## config.mk

```make
export PLATFORM = sky130hd
export DESIGN_NAME = prog_clock_divider
export DESIGN_NICKNAME = d
export VERILOG_FILES = /design/src/rtl/clkdiv_pkg.sv /design/src/rtl/clkdiv_channel.sv /design/src/rtl/prog_clock_divider.sv
export SDC_FILE = /design/constraint.sdc
export NUM_CORES = 1
export LEC_CHECK = 0
export ABC_AREA = 1
export ABC_CLOCK_PERIOD_IN_PS = 4300
export BUFFER_PORTS_ARGS = -buffer_cell sky130_fd_sc_hd__buf_2
export CORE_MARGIN = 4
export CORE_UTILIZATION = 45
export DETAILED_ROUTE_END_ITERATION = 8
export HOLD_SLACK_MARGIN = 0.06
export PLACE_DENSITY = 0.7
export SYNTH_ARGS = -nofsm -noshare
export SYNTH_HDL_FRONTEND = slang
export SYNTH_HIERARCHICAL = 1
export SYNTH_SLANG_ARGS = --single-unit
export TNS_END_PERCENT = 1
```

## constraint.sdc

```tcl
create_clock -name clk -period 4.3 [get_ports clk]
set_input_delay 1.29 -clock clk [delete_from_list [all_inputs] [get_ports clk]]
set_output_delay 1.29 -clock clk [all_outputs]
set_load 0.1 [all_outputs]
```

## src/rtl/clkdiv_pkg.sv

```systemverilog
// Shared types and helpers for the programmable multi-channel clock divider.
package clkdiv_pkg;

    typedef enum logic [1:0] {
        RUN      = 2'd0,
        WAIT_OLD = 2'd1,
        WAIT_NEW = 2'd2
    } sw_state_t;

    localparam logic MODE_PULSE  = 1'b0;
    localparam logic MODE_SQUARE = 1'b1;

    // Square-mode high phase length, ceil(d/2); wide enough that d+1 never overflows.
    function automatic logic [31:0] half_period(input logic [31:0] d);
        return (d + 32'd1) >> 1;
    endfunction

endpackage

```

## src/rtl/clkdiv_channel.sv

```systemverilog
// One divider channel: wrapping counter, shadowed divisor/mode and output decode.
module clkdiv_channel
    import clkdiv_pkg::*;
#(
    parameter int DIV_W       = 8,
    parameter int DEFAULT_DIV = 2
) (
    input  logic             clk,
    input  logic             rst_n,
    input  logic             wr_en,
    input  logic [DIV_W-1:0] wr_div,
    input  logic             wr_mode,
    output logic             clk_div,
    output logic             period_start,
    output logic             stuck_high
);

    logic [DIV_W-1:0] cnt;
    logic [DIV_W-1:0] div;
    logic             mode;
    logic [DIV_W-1:0] shadow;
    logic             shadow_mode;
    logic [DIV_W-1:0] shadow_nxt;
    logic             shadow_mode_nxt;
    logic             wrap;
    logic [DIV_W:0]   half;

    // A write landing on the wrap edge is taken immediately, so the latest value always wins.
    always_comb begin
        shadow_nxt      = shadow;
        shadow_mode_nxt = shadow_mode;
        if (wr_en) begin
            shadow_nxt      = wr_div;
            shadow_mode_nxt = wr_mode;
        end
    end

    // A disabled channel is treated as wrapping every cycle so a new divisor loads at once.
    assign wrap = (div == '0) || (cnt == div - 1'b1);

    always_ff @(posedge clk or negedge rst_n) begin
        if (!rst_n) begin
            cnt         <= '0;
            div         <= DIV_W'(DEFAULT_DIV);
            mode        <= MODE_PULSE;
            shadow      <= DIV_W'(DEFAULT_DIV);
            shadow_mode <= MODE_PULSE;
        end else begin
            shadow      <= shadow_nxt;
            shadow_mode <= shadow_mode_nxt;
            if (wrap) begin
                cnt  <= '0;
                div  <= shadow_nxt;
                mode <= shadow_mode_nxt;
            end else begin
                cnt <= cnt + 1'b1;
            end
        end
    end

    assign half = (DIV_W+1)'(half_period(32'(div)));

    always_comb begin
        clk_div = 1'b0;
        if (div != '0) begin
            if (mode == MODE_SQUARE) begin
                clk_div = ({1'b0, cnt} < half);
            end else begin
                clk_div = (cnt == '0);
            end
        end
    end

    assign period_start = (div != '0) && (cnt == '0);
    assign stuck_high   = (div == DIV_W'(1));

endmodule

```

## src/rtl/prog_clock_divider.sv

```systemverilog
// Multi-channel programmable clock divider with a glitch-free switched dclk output.
module prog_clock_divider
    import clkdiv_pkg::*;
#(
    parameter int NUM_CH      = 4,
    parameter int DIV_W       = 8,
    parameter int DEFAULT_DIV = 2
) (
    input  logic                      clk,
    input  logic                      rst_n,
    input  logic                      wr_en,
    input  logic [$clog2(NUM_CH)-1:0] wr_ch,
    input  logic [DIV_W-1:0]          wr_div,
    input  logic                      wr_mode,
    input  logic [$clog2(NUM_CH)-1:0] sel,
    output logic [NUM_CH-1:0]         clk_div,
    output logic                      dclk,
    output logic [$clog2(NUM_CH)-1:0] sel_cur,
    output logic                      switching
);

    localparam int SEL_W = $clog2(NUM_CH);

    logic [NUM_CH-1:0] period_start;
    logic [NUM_CH-1:0] stuck_high;
    logic              wr_valid;
    logic [SEL_W-1:0]  sel_req;
    sw_state_t         state;
    sw_state_t         state_nxt;
    logic [SEL_W-1:0]  tgt;
    logic [SEL_W-1:0]  tgt_nxt;
    logic [SEL_W-1:0]  sel_cur_nxt;

    assign wr_valid = wr_en && (int'(wr_ch) < NUM_CH);

    for (genvar i = 0; i < NUM_CH; i++) begin : g_ch
        clkdiv_channel #(
            .DIV_W       (DIV_W),
            .DEFAULT_DIV (DEFAULT_DIV)
        ) u_ch (
            .clk          (clk),
            .rst_n        (rst_n),
            .wr_en        (wr_valid && (wr_ch == SEL_W'(i))),
            .wr_div       (wr_div),
            .wr_mode      (wr_mode),
            .clk_div      (clk_div[i]),
            .period_start (period_start[i]),
            .stuck_high   (stuck_high[i])
        );
    end

    // Out-of-range requests are treated as "keep the current source".
    assign sel_req = (int'(sel) < NUM_CH) ? sel : sel_cur;

    always_ff @(posedge clk or negedge rst_n) begin
        if (!rst_n) begin
            state   <= RUN;
            sel_cur <= '0;
            tgt     <= '0;
        end else begin
            state   <= state_nxt;
            sel_cur <= sel_cur_nxt;
            tgt     <= tgt_nxt;
        end
    end

    // A constant-high old source never goes low, so WAIT_OLD gives it a one-cycle timeout.
    always_comb begin
        state_nxt   = state;
        tgt_nxt     = tgt;
        sel_cur_nxt = sel_cur;
        case (state)
            RUN: begin
                if (sel_req != sel_cur) begin
                    tgt_nxt   = sel_req;
                    state_nxt = WAIT_OLD;
                end
            end
            WAIT_OLD: begin
                if (sel_req == sel_cur) begin
                    state_nxt = RUN;
                end else begin
                    tgt_nxt = sel_req;
                    if (!clk_div[sel_cur] || stuck_high[sel_cur]) begin
                        state_nxt = WAIT_NEW;
                    end
                end
            end
            WAIT_NEW: begin
                if (period_start[tgt]) begin
                    sel_cur_nxt = tgt;
                    state_nxt   = RUN;
                end else begin
                    tgt_nxt = sel_req;
                end
            end
            default: state_nxt = RUN;
        endcase
    end

    always_comb begin
        dclk      = 1'b0;
        switching = 1'b0;
        case (state)
            RUN: begin
                dclk = clk_div[sel_cur];
            end
            WAIT_OLD: begin
                dclk      = clk_div[sel_cur];
                switching = 1'b1;
            end
            WAIT_NEW: begin
                dclk      = clk_div[tgt] && period_start[tgt];
                switching = 1'b1;
            end
            default: begin
                dclk      = 1'b0;
                switching = 1'b0;
            end
        endcase
    end

endmodule

```

======== Word level (Yosys, flattened, before mapping) ========
Cells that the tools add are included.
Widths: inputs -> output; s select.
word-level totals
  register bits after elaboration ......... 110
  input port bits ......................... 16
  output and inout port bits .............. 8
  word-level logic and storage cells ...... 135
operators by class
  multiplexer cells ....................... 39
  $lt $le $gt $ge ......................... 6
  add/subtract/negate cells ............... 12
  reduce and logical (&&, ||, !) cells .... 35
  equal/unequal tests ..................... 20
operators with widths
  kind                 count
  $logic_not 8->1      8
  $mux 8               8
  $add 8x1->9 const B  4
  $lt 8x9->1           4
  $add 8x1->8 const B  4
  $eq 8x1->1 const B   4
  $eq 8x8->1           4
  $reduce_bool 8->1    4
  $sub 8x1->8 const B  4
  $mux 1               17
  $mux 2               7
  $pmux 2 s3           2
  $logic_and 1x1->1    9
  $bmux 1 s2           4
  $ne 2x2->1 const B   4
  $eq 2x2->1 const B   3
  $lt 2x3->1 const B   2
  $logic_or 1x1->1     5
  $eq 2x1->1 const B   2
  $logic_not 2->1      2
  $reduce_and 4->1     1
  $reduce_or 2->1      2
  $ne 3x3->1 const B   1
  $reduce_and 3->1     1
  other kinds (6)      6

======== Longest topological paths before layout ========
Gate-level depths: netlist of the first run.
  depth after elaboration ................. 11
  depth in mapped cells ................... 19
  gate-level depth less buffers ........... 18

======== By module ========
Netlist of the first run, hierarchy kept.
modules (own cells, without submodules)
  module              instances  cells an instance  area an instance (um2)  seq. area each (um2)
  clkdiv_channel      4          220                1783.0                  653.1
  prog_clock_divider  1          90                 574.3                   150.1

======== Worst setup path after synthesis of the first run ========
Ideal clock, no wire load.
  path type ............................... reg-to-output
  start point ............................. register g_ch[1].u_ch.div[1]
  end point ............................... output port dclk
  slack ................................... -2429 ps
  data required time ...................... 3010 ps
  stages on the path, launching flop included .. 16
  buffers on the path ..................... 0
  arrival time ............................ 5439 ps
  cells stage by stage .................... dfstp_2 > inv_1 > nor4_1 > nand4_1 > xor2_1 > ha_1 > a21o_1 > a21oi_1 > nand3_1 > a21oi_1 > inv_1 > a21oi_1 > o21ai_0 > o21ai_0 > nand2_1 > a21oi_1
between the ends
  longest elaborated chain between the ends .. 8
  elaborated cells on any way between the ends .. 14
  those cells by class .................... add/sub: 1; order compare: 1; mux: 9; reduce/logical: 3
RTL lines
  element                       RTL line                   source
  from (decl)                   clkdiv_channel.sv:19       logic [DIV_W-1:0] div;
  from (signal assigned)        clkdiv_channel.sv:44       div <= DIV_W'(DEFAULT_DIV);
  from (signal assigned)        clkdiv_channel.sv:53       div <= shadow_nxt;
  $add 8x1->9                   clkdiv_pkg.sv:15           return (d + 32'd1) >> 1;
  $lt 8x9->1                    clkdiv_channel.sv:67       clk_div = ({1'b0, cnt} < half);
  $mux 1                        clkdiv_channel.sv:66       if (mode == MODE_SQUARE) begin
  $mux 1 *                      clkdiv_channel.sv:65       if (div != '0) begin
  named net clk_div[1]          prog_clock_divider.sv:16   output logic [NUM_CH-1:0] clk_div,
  $bmux 1 s2                    prog_clock_divider.sv:113  dclk = clk_div[tgt] && period_start[tgt];
  $mux 1 (not written as such)  prog_clock_divider.sv:113
  $logic_and 1x1->1             prog_clock_divider.sv:113
  $pmux 1 s2 *                  prog_clock_divider.sv:104  case (state)
  to (decl)                     prog_clock_divider.sv:17   output logic dclk,
Mark *: on every way through the listed nets, which the timed path passes. The rest lies on a longest branch. The select of a mux whose other input is x is not followed.

======== Worst setup path in the final report of the first run ========
  start point ............................. register g_ch[0].u_ch.div[1]
  end point ............................... output port dclk
between the ends
  longest elaborated chain between the ends .. 8
  elaborated cells on any way between the ends .. 14
  those cells by class .................... add/sub: 1; order compare: 1; mux: 9; reduce/logical: 3
RTL lines
  element                       RTL line
  from (decl)                   clkdiv_channel.sv:19
  from (signal assigned)        clkdiv_channel.sv:44
  from (signal assigned)        clkdiv_channel.sv:53
  $add 8x1->9                   clkdiv_pkg.sv:15
  $lt 8x9->1                    clkdiv_channel.sv:67
  $mux 1                        clkdiv_channel.sv:66
  $mux 1                        clkdiv_channel.sv:65
  $bmux 1 s2                    prog_clock_divider.sv:113
  $mux 1 (not written as such)  prog_clock_divider.sv:113
  $logic_and 1x1->1             prog_clock_divider.sv:113
  $pmux 1 s2 *                  prog_clock_divider.sv:104
Mark *: on every way between the ends. The rest lies on a longest branch, timed or not. The select of a mux whose other input is x is not followed.

==> impl_results.md, run 1 <==
- Status: finished, violations left
- Failing checks: setup timing
- Filler cells: 1,596
- Antenna violations before repair: 0
- Area of the multi-input gates: 4470 um2
- Syn Nets: 1,043
- Synth Area in Simple Gates: 30.3%
- Unique masters post-synth: 32
- Largest family of logic cells by synthesized area: simple AND/OR/NAND/NOR gates
- Area growth from synthesis to layout: 12.9%
- Reg2reg path depth: 18
- Crit. Startpoint: g_ch[0].u_ch/div[1]$_DFFE_PN1N_
- Synth Area in XOR/XNOR: 6.82%
- Worst-Margin Slew: 0.697 ns
- Post-synthesis cell count: 970
- Final nets: 1,080
- DR iter-0 viols: 454
- Synthesized flop and latch total: 110
- Root buf cell: clkbuf_16
- ANT cells: 0
- Fmax: 0.222 GHz
- # DRC: 0
- Final Non-Filler Cells: 1,232
- Number of global-route vias before repair: 6,185
- Layout cell share with drive strength beyond 1: 22.2%
- Worst EP required: 3.01 ns
- Yosys warns: 6
- Largest net degree at the start of global routing: 56
- Area after DPL: 8150 um2
- Num CTS Buffers: 9
- Fraction of registers with async set/reset: 100%
- Synth cell count leaders: nand2_1, dfrtp_1, inv_1, nand3_1, nor2_1
- Post-route minimum period: 4.50 ns
- RSZ-0062 raised after global routing: true
- Peak VDD IR: 0.209 mV
- Adder-cell share of the synthesized area: 9.25%
- Placement Setup Slack: 0.107 ns
- Crit. End Element: output port
- Leak pwr: 4.32 nW
- Die Span Y: 139 um
- H-tree depth: 3
- EDFF count, synth: 0
- Setup violators final: 1
- First-pass GRT wire length: 30,300 um
- Cell Area, Synth: 7710 um2
- Worst reg2reg startpoint: g_ch[0].u_ch/div[1]$_DFFE_PN1N_
- Worst skew pair latency: 0.36 ns
- Routed WL per cell: 14.1 um
- Post-synth top area cell: dfrtp_1
- Sequential share of the synthesized area: 35.8%
- Vias: 6,238
- Critical Path End: dclk
- Tot GR Track Use: 18.9%
- Port buffer count: 23
- Starting Density: 46.1%
- HP Class: register to register
- Die Span X: 139 um
- Die footprint: 19,300 um2
- Hold Buf Count CTS: 0
- Post-Layout Inst Area: 8700 um2
- Core box area: 16,700 um2
- Startpoint Class: register
- Syn Area/Cell: 7.94 um2
- Worst hold slack: 0.499 ns
- Row count: 47
- Top-Level Pins: 24
- CTS clk-pin slew, worst paths: 0.07 ns
- CTS tree: yes
- Hpwl dp: 12,800 um
- R2r setup slk: 1.41 ns
- Post-synth top flop: dfrtp_1
- Antenna viol nets, final: 0
- Max Slew Vio Count: 0
- Max-Cap Viols: 0
- Sequential cell area: 2760 um2
- Max-slew headroom: 53.5%
- First-pass iteration count of the detailed router: 6
- Vias/cell: 5.06
- Share of the synthesized area in the top cell type: 33.1%
- Final Worst Setup Slack: -0.199 ns
- Hold violation count in the final report: 0
- Final period util: 105%
- CTS Buffer Depth: 2
- Top-count cell post-synth: nand2_1
- Top post-synthesis cells by area: dfrtp_1, nand2_1, ha_1, nand3_1, mux2_2
- Critical path class: register to output port
- GR Overflow Total: 0
- WP data arrival: 3.21 ns
- Drt total wl: 17,300 um
- Clock sink total: 110
- Compound-gate portion of the synthesized area: 3.69%
- Worst r2r dst: state[0]$_DFFE_PN0P_
- Crit-path max FO: 3
- Dpl cells: 1,211
- Mux cell area share after synthesis: 5.26%
- Clock Skews: 0.00527 ns
- Pwr/cell area: 324 nW/um2
- Overall power: 0.00282 W
- Gp weighted congestion: 0.903
==> worst min-delay path by stage <==
stage                                                   from                                 end  slack (ns)  cells after the start
after floorplan                g_ch[0].u_ch/cnt[0]$_DFF_PN0_       g_ch[0].u_ch/cnt[0]$_DFF_PN0_        0.47                      1
after global placement    g_ch[3].u_ch/shadow_mode$_DFF_PN0_  g_ch[3].u_ch/shadow_mode$_DFF_PN0_        0.48                      1
after detailed placement    g_ch[3].u_ch/shadow[7]$_DFF_PN0_    g_ch[3].u_ch/shadow[7]$_DFF_PN0_        0.49                      1
after CTS                   g_ch[3].u_ch/shadow[7]$_DFF_PN0_    g_ch[3].u_ch/shadow[7]$_DFF_PN0_        0.50                      1
after global routing        g_ch[3].u_ch/shadow[3]$_DFF_PN0_    g_ch[3].u_ch/shadow[3]$_DFF_PN0_        0.51                      1
final                       g_ch[3].u_ch/shadow[3]$_DFF_PN0_    g_ch[3].u_ch/shadow[3]$_DFF_PN0_        0.50                      1
==> sequential cells by signal (all words and copies together) (netlist names) <==
register / flops
g_ch.u_ch/cnt: 32
g_ch.u_ch/div: 32
g_ch.u_ch/mode: 4
g_ch.u_ch/shadow: 32
g_ch.u_ch/shadow_mode: 4
sel_cur: 2
state: 2
tgt: 2
==> critical path, cell delays in order (launching register included) <==
cell	delay (ns)
dfstp_2	0.53
buf_4	0.13
ha_2	0.20
nand3_2	0.10
nor2_2	0.16
xor2_1	0.18
ha_1	0.24
and3_1	0.18
nand3_1	0.08
nand3_1	0.12
a21oi_4	0.17
buf_4	0.13
o21ai_1	0.05
o21ai_1	0.09
nand2_1	0.11
a21oi_4	0.18
buf_12	0.19
==> per-layer routing <==
| metal | vias to the layer above | part of all wire [%] | GRT usage [%] |
|---|---|---|---|
| li1 | 3164 | - | - |
| met1 | 2937 | 47 | 25.4 |
| met2 | 108 | 48 | 31.0 |
| met3 | 29 | 3.2 | 3.97 |
| met4 | 0 | 2.5 | 5.61 |
| met5 | - | 0 | 0 |
==> power by group <==
group	internal (W)	leakage, nW	switching, W
sequential	0.00113	1.21	0.0000680
combinational	0.000204	2.93	0.000428
clock	0.000603	0.176	0.000386
==> stage by stage <==
| step | utilization [%] | TNS, ns |
|---|---|---|
| global placement | 48.8 | 0 |
| detailed placement | 48.8 | 0 |
| floorplan | - | -0.548 |
| finish | 52.1 | -0.199 |
| global route | 52.1 | -0.411 |
| CTS | 51.4 | -0.197 |
==> cells in the final DEF, fill, tap and decap left out, types with 2 or more instances in the layout <==
cell	netlist	layout
nand2_1	224	222
dfrtp_1	102	101
inv_1	97	94
nand3_1	97	91
nor2_1	93	89
ha_1	57	54
nand2_2	39	41
xor2_1	36	36
mux2_2	36	36
buf_4	4	36
o21ai_0	27	24
xnor2_1	24	24
buf_2	4	18
nor3_1	16	16
nor2_2	12	14
inv_2	10	13
a21oi_1	22	13
clkbuf_16	0	9
nand4_1	8	8
dfstp_2	8	8
nand3_2	2	7
nor2_4	4	6
a21oi_2	1	5
a21oi_4	0	5
nand2_4	4	4
nor4_1	8	4
nor4_4	0	4
and3_1	4	4
a21o_1	4	4
o21ai_1	0	3
bufinv_16	0	3
buf_12	0	3
or2_2	2	2
clkbuf_8	0	2
ha_2	0	2
==> kinds of logic after synthesis <==
group                      Yosys count
adders and majority gates           57
and+or+nand+nor                    514
buffers and inverters              139
DFF                                110
muxes                               36
xor gates and xnor gates            60
AOI/OAI and AO/OA                   54
==> repair_timing <==
item | 4_1_cts | 5_1_grt
setup endpoints to repair | 1 | 5
pin swaps | 19 | 20
setup buffers | 3 | 2
gates resized for setup | 17 | 21
==> cell type report <==
type	count	share of cell area, %
Tap cell	220	3.16
Multi-Input combinational cell	721	51.4
Clock buffer	11	2.91
Clock inverter	5	1.19
Timing Repair Buffer	58	4.92
Sequential cell	110	31.8
Inverter	107	4.62
No activity file was read; power rests on OpenSTA's default activity.
==> inputs of run 2 (changes only) <==
Settings changed: MAX_ROUTING_LAYER set to met4.
==> run 2 against run 1 <==
Wire length grew 2.5%. Hold slack gained 0.00080 ns. Register-to-register slack lost 1.6 ns. Global-route usage grew 0.69 points. Final cell count grew 0.97%. Critical path depth is the same. Power shrank 1.9%. Highest routed layer unchanged. Critical endpoint unchanged. Sequential share of layout area shrank 0.092 points. Clock skew grew 0.0049 ns. The run still ends with setup timing left.
==> impl_results.md, run 2 (synthesis gave the netlist of run 1 again) <==
- Status: finished, violations left
- Failing checks: setup timing
- Hold Buf Count CTS: 0
- Worst reg2reg startpoint: g_ch[0].u_ch/div[1]$_DFFE_PN1N_
- Leak pwr: 4.33 nW
- Area of the multi-input gates: 4470 um2
- Post-Layout Inst Area: 8720 um2
- Worst skew pair latency: 0.36 ns
- HP Class: register to register
- CTS tree: yes
- Hold violation count in the final report: 0
- Area after DPL: 8150 um2
- Pwr/cell area: 317 nW/um2
- Crit. End Element: output port
- CTS clk-pin slew, worst paths: 0.07 ns
- Drt total wl: 17,800 um
- Num CTS Buffers: 9
- Antenna violations before repair: 0
- Layout cell share with drive strength beyond 1: 23.4%
- Row count: 47
- Final Worst Setup Slack: -0.259 ns
- Final period util: 106%
- Hpwl dp: 12,800 um
- Die footprint: 19,300 um2
- Setup TNS: -0.561 ns
- Clock sink total: 110
- Crit-path max FO: 3
- Commonest non-fill, non-tap cells in the layout: nand2_1, dfrtp_1, inv_1, nand3_1, nor2_1
- Max-Cap Viols: 0
- Setup violators final: 3
- First-pass GRT wire length: 30,400 um
- Max Slew Vio Count: 0
- Die Span X: 139 um
- Tot GR Track Use: 19.6%
- Number of global-route vias before repair: 6,303
- CTS Buffer Depth: 2
- H-tree depth: 3
- R2r setup slk: -0.15 ns
- Filler cells: 1,560
- Top-Level Pins: 24
- First-pass iteration count of the detailed router: 4
- ANT cells: 0
- Root buf cell: clkbuf_16
- Critical path class: register to output port
- Vias: 6,331
- Peak VDD IR: 0.252 mV
- Die Span Y: 139 um
- RSZ-0062 raised after global routing: true
- Worst r2r dst: state[0]$_DFFE_PN0P_
- Post-route minimum period: 4.56 ns
- Port buffer count: 23
- Fmax: 0.219 GHz
- Placement Setup Slack: 0.0581 ns
- Max-slew headroom: 58.4%
- Top Registers: g_ch.u_ch/cnt x32, g_ch.u_ch/div x32, g_ch.u_ch/shadow x32
- Gp weighted congestion: 0.908
- Antenna viol nets, final: 0
- Vias/cell: 5.09
- Most common cell after layout, fill and taps aside: nand2_1
- Starting Density: 46.1%
- Routed WL per cell: 14.3 um
- Crit. Startpoint: g_ch[1].u_ch/div[1]$_DFFE_PN1N_
- Final nets: 1,092
- Worst-Margin Slew: 0.624 ns
- WP data arrival: 3.27 ns
- Core box area: 16,700 um2
- GR Overflow Total: 0
- Worst hold slack: 0.500 ns
- Largest net degree at the start of global routing: 67
- # DRC: 0
- Sequential cell area: 2760 um2
- Critical Path End: dclk
- Area growth from synthesis to layout: 13.2%
- Reg2reg path depth: 32
- DR iter-0 viols: 362
- Clock Skews: 0.0102 ns
- Worst EP required: 3.01 ns
- Startpoint Class: register
run 2: cell types whose count changed in the layout (fill, tap and decap cells not counted), moves of 2 or more:
| cell | delta |
|---|---|
| buf_4 | +11 |
| bufinv_16 | -3 |
| clkbuf_8 | -2 |
| nand3_2 | +2 |
| o21ai_0 | -3 |
| o21ai_1 | +2 |
run 2: cell type report:
type                            instances  area share, %
Multi-Input combinational cell        721           51.3
Sequential cell                       110           31.7
Timing Repair Buffer                   70           6.06
Inverter                              107           4.61
Tap cell                              220           3.16
Clock buffer                            9           2.58
Clock inverter                          7          0.631
run 2: worst min-delay path by stage:
| stage | start | to | slack, ns | depth (start not counted) |
|---|---|---|---|---|
| global placement | g_ch[2].u_ch/shadow[7]$_DFF_PN0_ | g_ch[2].u_ch/shadow[7]$_DFF_PN0_ | 0.48 | 1 |
| CTS | g_ch[3].u_ch/shadow[7]$_DFF_PN0_ | g_ch[3].u_ch/shadow[7]$_DFF_PN0_ | 0.50 | 1 |
| finish | g_ch[3].u_ch/shadow[7]$_DFF_PN0_ | g_ch[3].u_ch/shadow[7]$_DFF_PN0_ | 0.50 | 1 |
| detailed placement | g_ch[3].u_ch/shadow[7]$_DFF_PN0_ | g_ch[3].u_ch/shadow[7]$_DFF_PN0_ | 0.48 | 1 |
| floorplan | g_ch[0].u_ch/cnt[0]$_DFF_PN0_ | g_ch[0].u_ch/cnt[0]$_DFF_PN0_ | 0.47 | 1 |
| global route | g_ch[3].u_ch/shadow[7]$_DFF_PN0_ | g_ch[3].u_ch/shadow[7]$_DFF_PN0_ | 0.51 | 1 |
run 2: metrics by stage:
stage                     std cells  power [W]  utilization (%)
after floorplan                 970    0.00167                -
after global placement         1209    0.00182             48.8
after detailed placement       1209    0.00183             48.8
after CTS                      1244    0.00276             51.7
after global routing           1244    0.00290             52.2
final                          1244    0.00276             52.2
run 2: worst max-delay path, stage by stage, from the launching register on:
cell	delay, ns
dfstp_2	0.55
inv_2	0.05
nor4_4	0.29
nand4_1	0.13
xor2_1	0.17
ha_1	0.31
a21o_1	0.17
a21oi_2	0.14
nand3_2	0.09
a21oi_4	0.14
inv_2	0.06
a21oi_2	0.12
o21ai_1	0.09
o21ai_1	0.11
nand2_1	0.11
a21oi_4	0.18
buf_12	0.19
run 2: per-layer routing:
layer / vias to the layer above / part of all wire, % / wire [um] / track usage, %
met3: 46 / 2.8 / 502 / 2.69
met2: 117 / 47 / 8290 / 30.6
met1: 2974 / 47 / 8350 / 25.7
met5: - / 0 / 0 / -
met4: 0 / 3.5 / 621 / 8.50
li1: 3194 / - / - / -
run 2: timing repair:
item / 4_1_cts / 5_1_grt
setup buffers: 19 / 0
endpoints found under the hold margin: 0 / 0
pin swaps: 12 / 21
gates resized for setup: 13 / 29
endpoints found under the setup margin: 1 / 5
run 2: report_power, final:
group / switching [W] / internal (W)
Clock: 0.000412 / 0.000401
Combinational: 0.000463 / 0.000288
Sequential: 0.0000712 / 0.00113
Total: 0.000946 / 0.00182
==> inputs of run 3 (changes only) <==
Settings changed: CORE_UTILIZATION 45 to 60, PLACE_DENSITY 0.7 to 0.86.
==> run 3 against run 2 <==
Register-to-register slack improved by 1.5 ns. Sequential power about the same. Non-clock buffer count decreased by 18. Setup slack improved by 0.088 ns. The flow still finishes with violations (setup timing). Critical path type unchanged. Largest cell class unchanged. Sequential share of layout area increased by 0.77 points. Highest routed layer unchanged. Critical path depth decreased by 2. Global-route usage increased by 6.0 points. Utilization increased by 15 points. Die area decreased by 24%. Critical endpoint unchanged. Wire length decreased by 1.8%. First-iteration DRC count increased by 28%.
==> impl_results.md, run 3 (synthesis gave the netlist of run 1 again) <==
- Status: finished, violations left
- Failing checks: setup timing
- Worst hold slack: 0.499 ns
- Final Non-Filler Cells: 1,178
- Crit-path max FO: 3
- Area of the multi-input gates: 4440 um2
- Area growth from synthesis to layout: 10.5%
- Gp weighted congestion: 0.945
- DR iter-0 viols: 464
- First-pass GRT wire length: 29,600 um
- Final nets: 1,074
- Final Worst Setup Slack: -0.171 ns
- Clock sink total: 110
- Worst EP required: 3.01 ns
- CTS tree: yes
- # DRC: 0
- Pwr/cell area: 320 nW/um2
- Sequential cell area: 2760 um2
- Layout cell share with drive strength beyond 1: 21.7%
- CTS Buffer Depth: 2
- Hold violation count in the final report: 0
- Cell mode on critical path: a21oi_4
- Core box area: 12,600 um2
- Tot GR Track Use: 25.6%
- Final period util: 104%
- Critical path class: register to output port
- Met2 usage: 40.2%
- Vias/cell: 5.44
- Row count: 41
- GR Overflow Total: 0
- Max-Cap Viols: 0
- Antenna viol nets, final: 0
- Cell family with most CP delay: compound AO/OA/AOI/OAI gates
- Crit. End Element: output port
- Drt total wl: 17,400 um
- Cell breakdown of the critical path: inv_1 > nor4_4 > nand4_1 > xor2_1 > ha_1 > a21o_1 > a21oi_1 > nand3_1 > a21oi_4 > o21ai_0 > o21ai_1 > nand2_1 > a21oi_4 > buf_12
- Port buffer count: 23
- Routed WL per cell: 14.8 um
- Peak VDD IR: 0.231 mV
- Number of global-route vias before repair: 6,276
- GR Util met1: 34.4%
- CTS clk-pin slew, worst paths: 0.08 ns
- Worst-Margin Slew: 0.680 ns
- Top Registers: g_ch.u_ch/cnt x32, g_ch.u_ch/div x32, g_ch.u_ch/shadow x32
- Top-Level Pins: 24
- GR Util met3: 3.73%
- Die Span X: 121 um
- R2r setup slk: 1.32 ns
- WP data arrival: 3.18 ns
- Num CTS Buffers: 9
- Hpwl dp: 12,500 um
- Hold Buf Count CTS: 0
- Antenna violations before repair: 0
- Leak pwr: 4.25 nW
- Worst skew pair latency: 0.36 ns
- Die Span Y: 121 um
- Vias: 6,413
- Clock Skews: 0.00820 ns
- Crit-path max cell delay: 0.55 ns
- CP max-delay cell: dfstp_2
- Startpoint Class: register
- Setup violators final: 1
- Starting Density: 61.1%
- Dpl cells: 1,158
- Most Crowded Layer GR: met2
- ANT cells: 0
- Fmax: 0.224 GHz
- H-tree depth: 3
- Filler cells: 1,009
- Max-slew headroom: 54.7%
- First-pass iteration count of the detailed router: 5
- Root buf cell: clkbuf_16
- Commonest non-fill, non-tap cells in the layout: nand2_1, dfrtp_1, inv_1, nand3_1, nor2_1
- HP Class: register to register
- Most common cell after layout, fill and taps aside: nand2_1
- RSZ-0062 raised after global routing: true
- Post-route minimum period: 4.47 ns
- Die footprint: 14,700 um2
- Max Slew Vio Count: 0
- Worst path bufs/invs: 2
- Largest net degree at the start of global routing: 60
==> run 3: changes by cell type in the layout (fill, tap and decap cells not counted), sizes merged <==
cell	previous run	this run
buf	70	49
clkbuf	9	13
inv	110	109
clkinvlp	1	0
bufinv	0	1
==> run 3: layout make-up <==
| class | instances | area share (%) |
|---|---|---|
| multi-input combinational | 721 | 52.2 |
| clock buffer | 10 | 2.81 |
| clock inverter | 6 | 0.926 |
| tap | 172 | 2.53 |
| timing repair buffer | 52 | 4.35 |
| inverter | 107 | 4.72 |
| sequential | 110 | 32.5 |
==> run 3: final timing paths <==
check	from	cells after the start	to
worst min register to register	g_ch[1].u_ch/shadow[3]$_DFF_PN0_	1	g_ch[1].u_ch/shadow[3]$_DFF_PN0_
max in group asynchronous	rst_n	2	g_ch[1].u_ch/div[1]$_DFFE_PN1N_
min in group asynchronous	rst_n	1	g_ch[2].u_ch/cnt[2]$_DFF_PN0_
worst max-delay path	g_ch[2].u_ch/div[1]$_DFFE_PN1N_	14	dclk
worst max register to register	g_ch[0].u_ch/div[1]$_DFFE_PN1N_	18	state[1]$_DFFE_PN0P_
worst min-delay path	g_ch[1].u_ch/shadow[3]$_DFF_PN0_	1	g_ch[1].u_ch/shadow[3]$_DFF_PN0_
==> run 3: power breakdown <==
part           internal [W]  total (W)  switching, W
clock network      0.000479   0.000885      0.000406
registers           0.00113    0.00120     0.0000668
logic              0.000205   0.000638      0.000434
total               0.00181    0.00272      0.000906
==> run 3: what timing repair did <==
item | 4_1_cts | 5_1_grt
buffers inserted | 4 | 0
gates resized for setup | 22 | 12
setup endpoints to repair | 4 | 5
pin swaps | 20 | 16
==> run 3: metrics by stage <==
step | setup TNS [ns] | power (W) | worst slack (ns) | utilization (%) | cell area, um2
floorplan | -0.548 | 0.00167 | -0.548 | - | 7770
global placement | 0 | 0.00182 | 0.0937 | 63.7 | 8040
detailed placement | 0 | 0.00183 | 0.00164 | 63.7 | 8040
CTS | -0.196 | 0.00273 | -0.196 | 67.1 | 8470
global route | -0.379 | 0.00284 | -0.375 | 67.4 | 8510
finish | -0.171 | 0.00272 | -0.171 | 67.4 | 8510
==> run 3: routing by layer <==
layer / up-vias / part of all wire [%]
li1: 3145 / -
met1: 3069 / 45
met2: 168 / 48
met3: 31 / 4.7
met4: 0 / 1.8
met5: - / 0
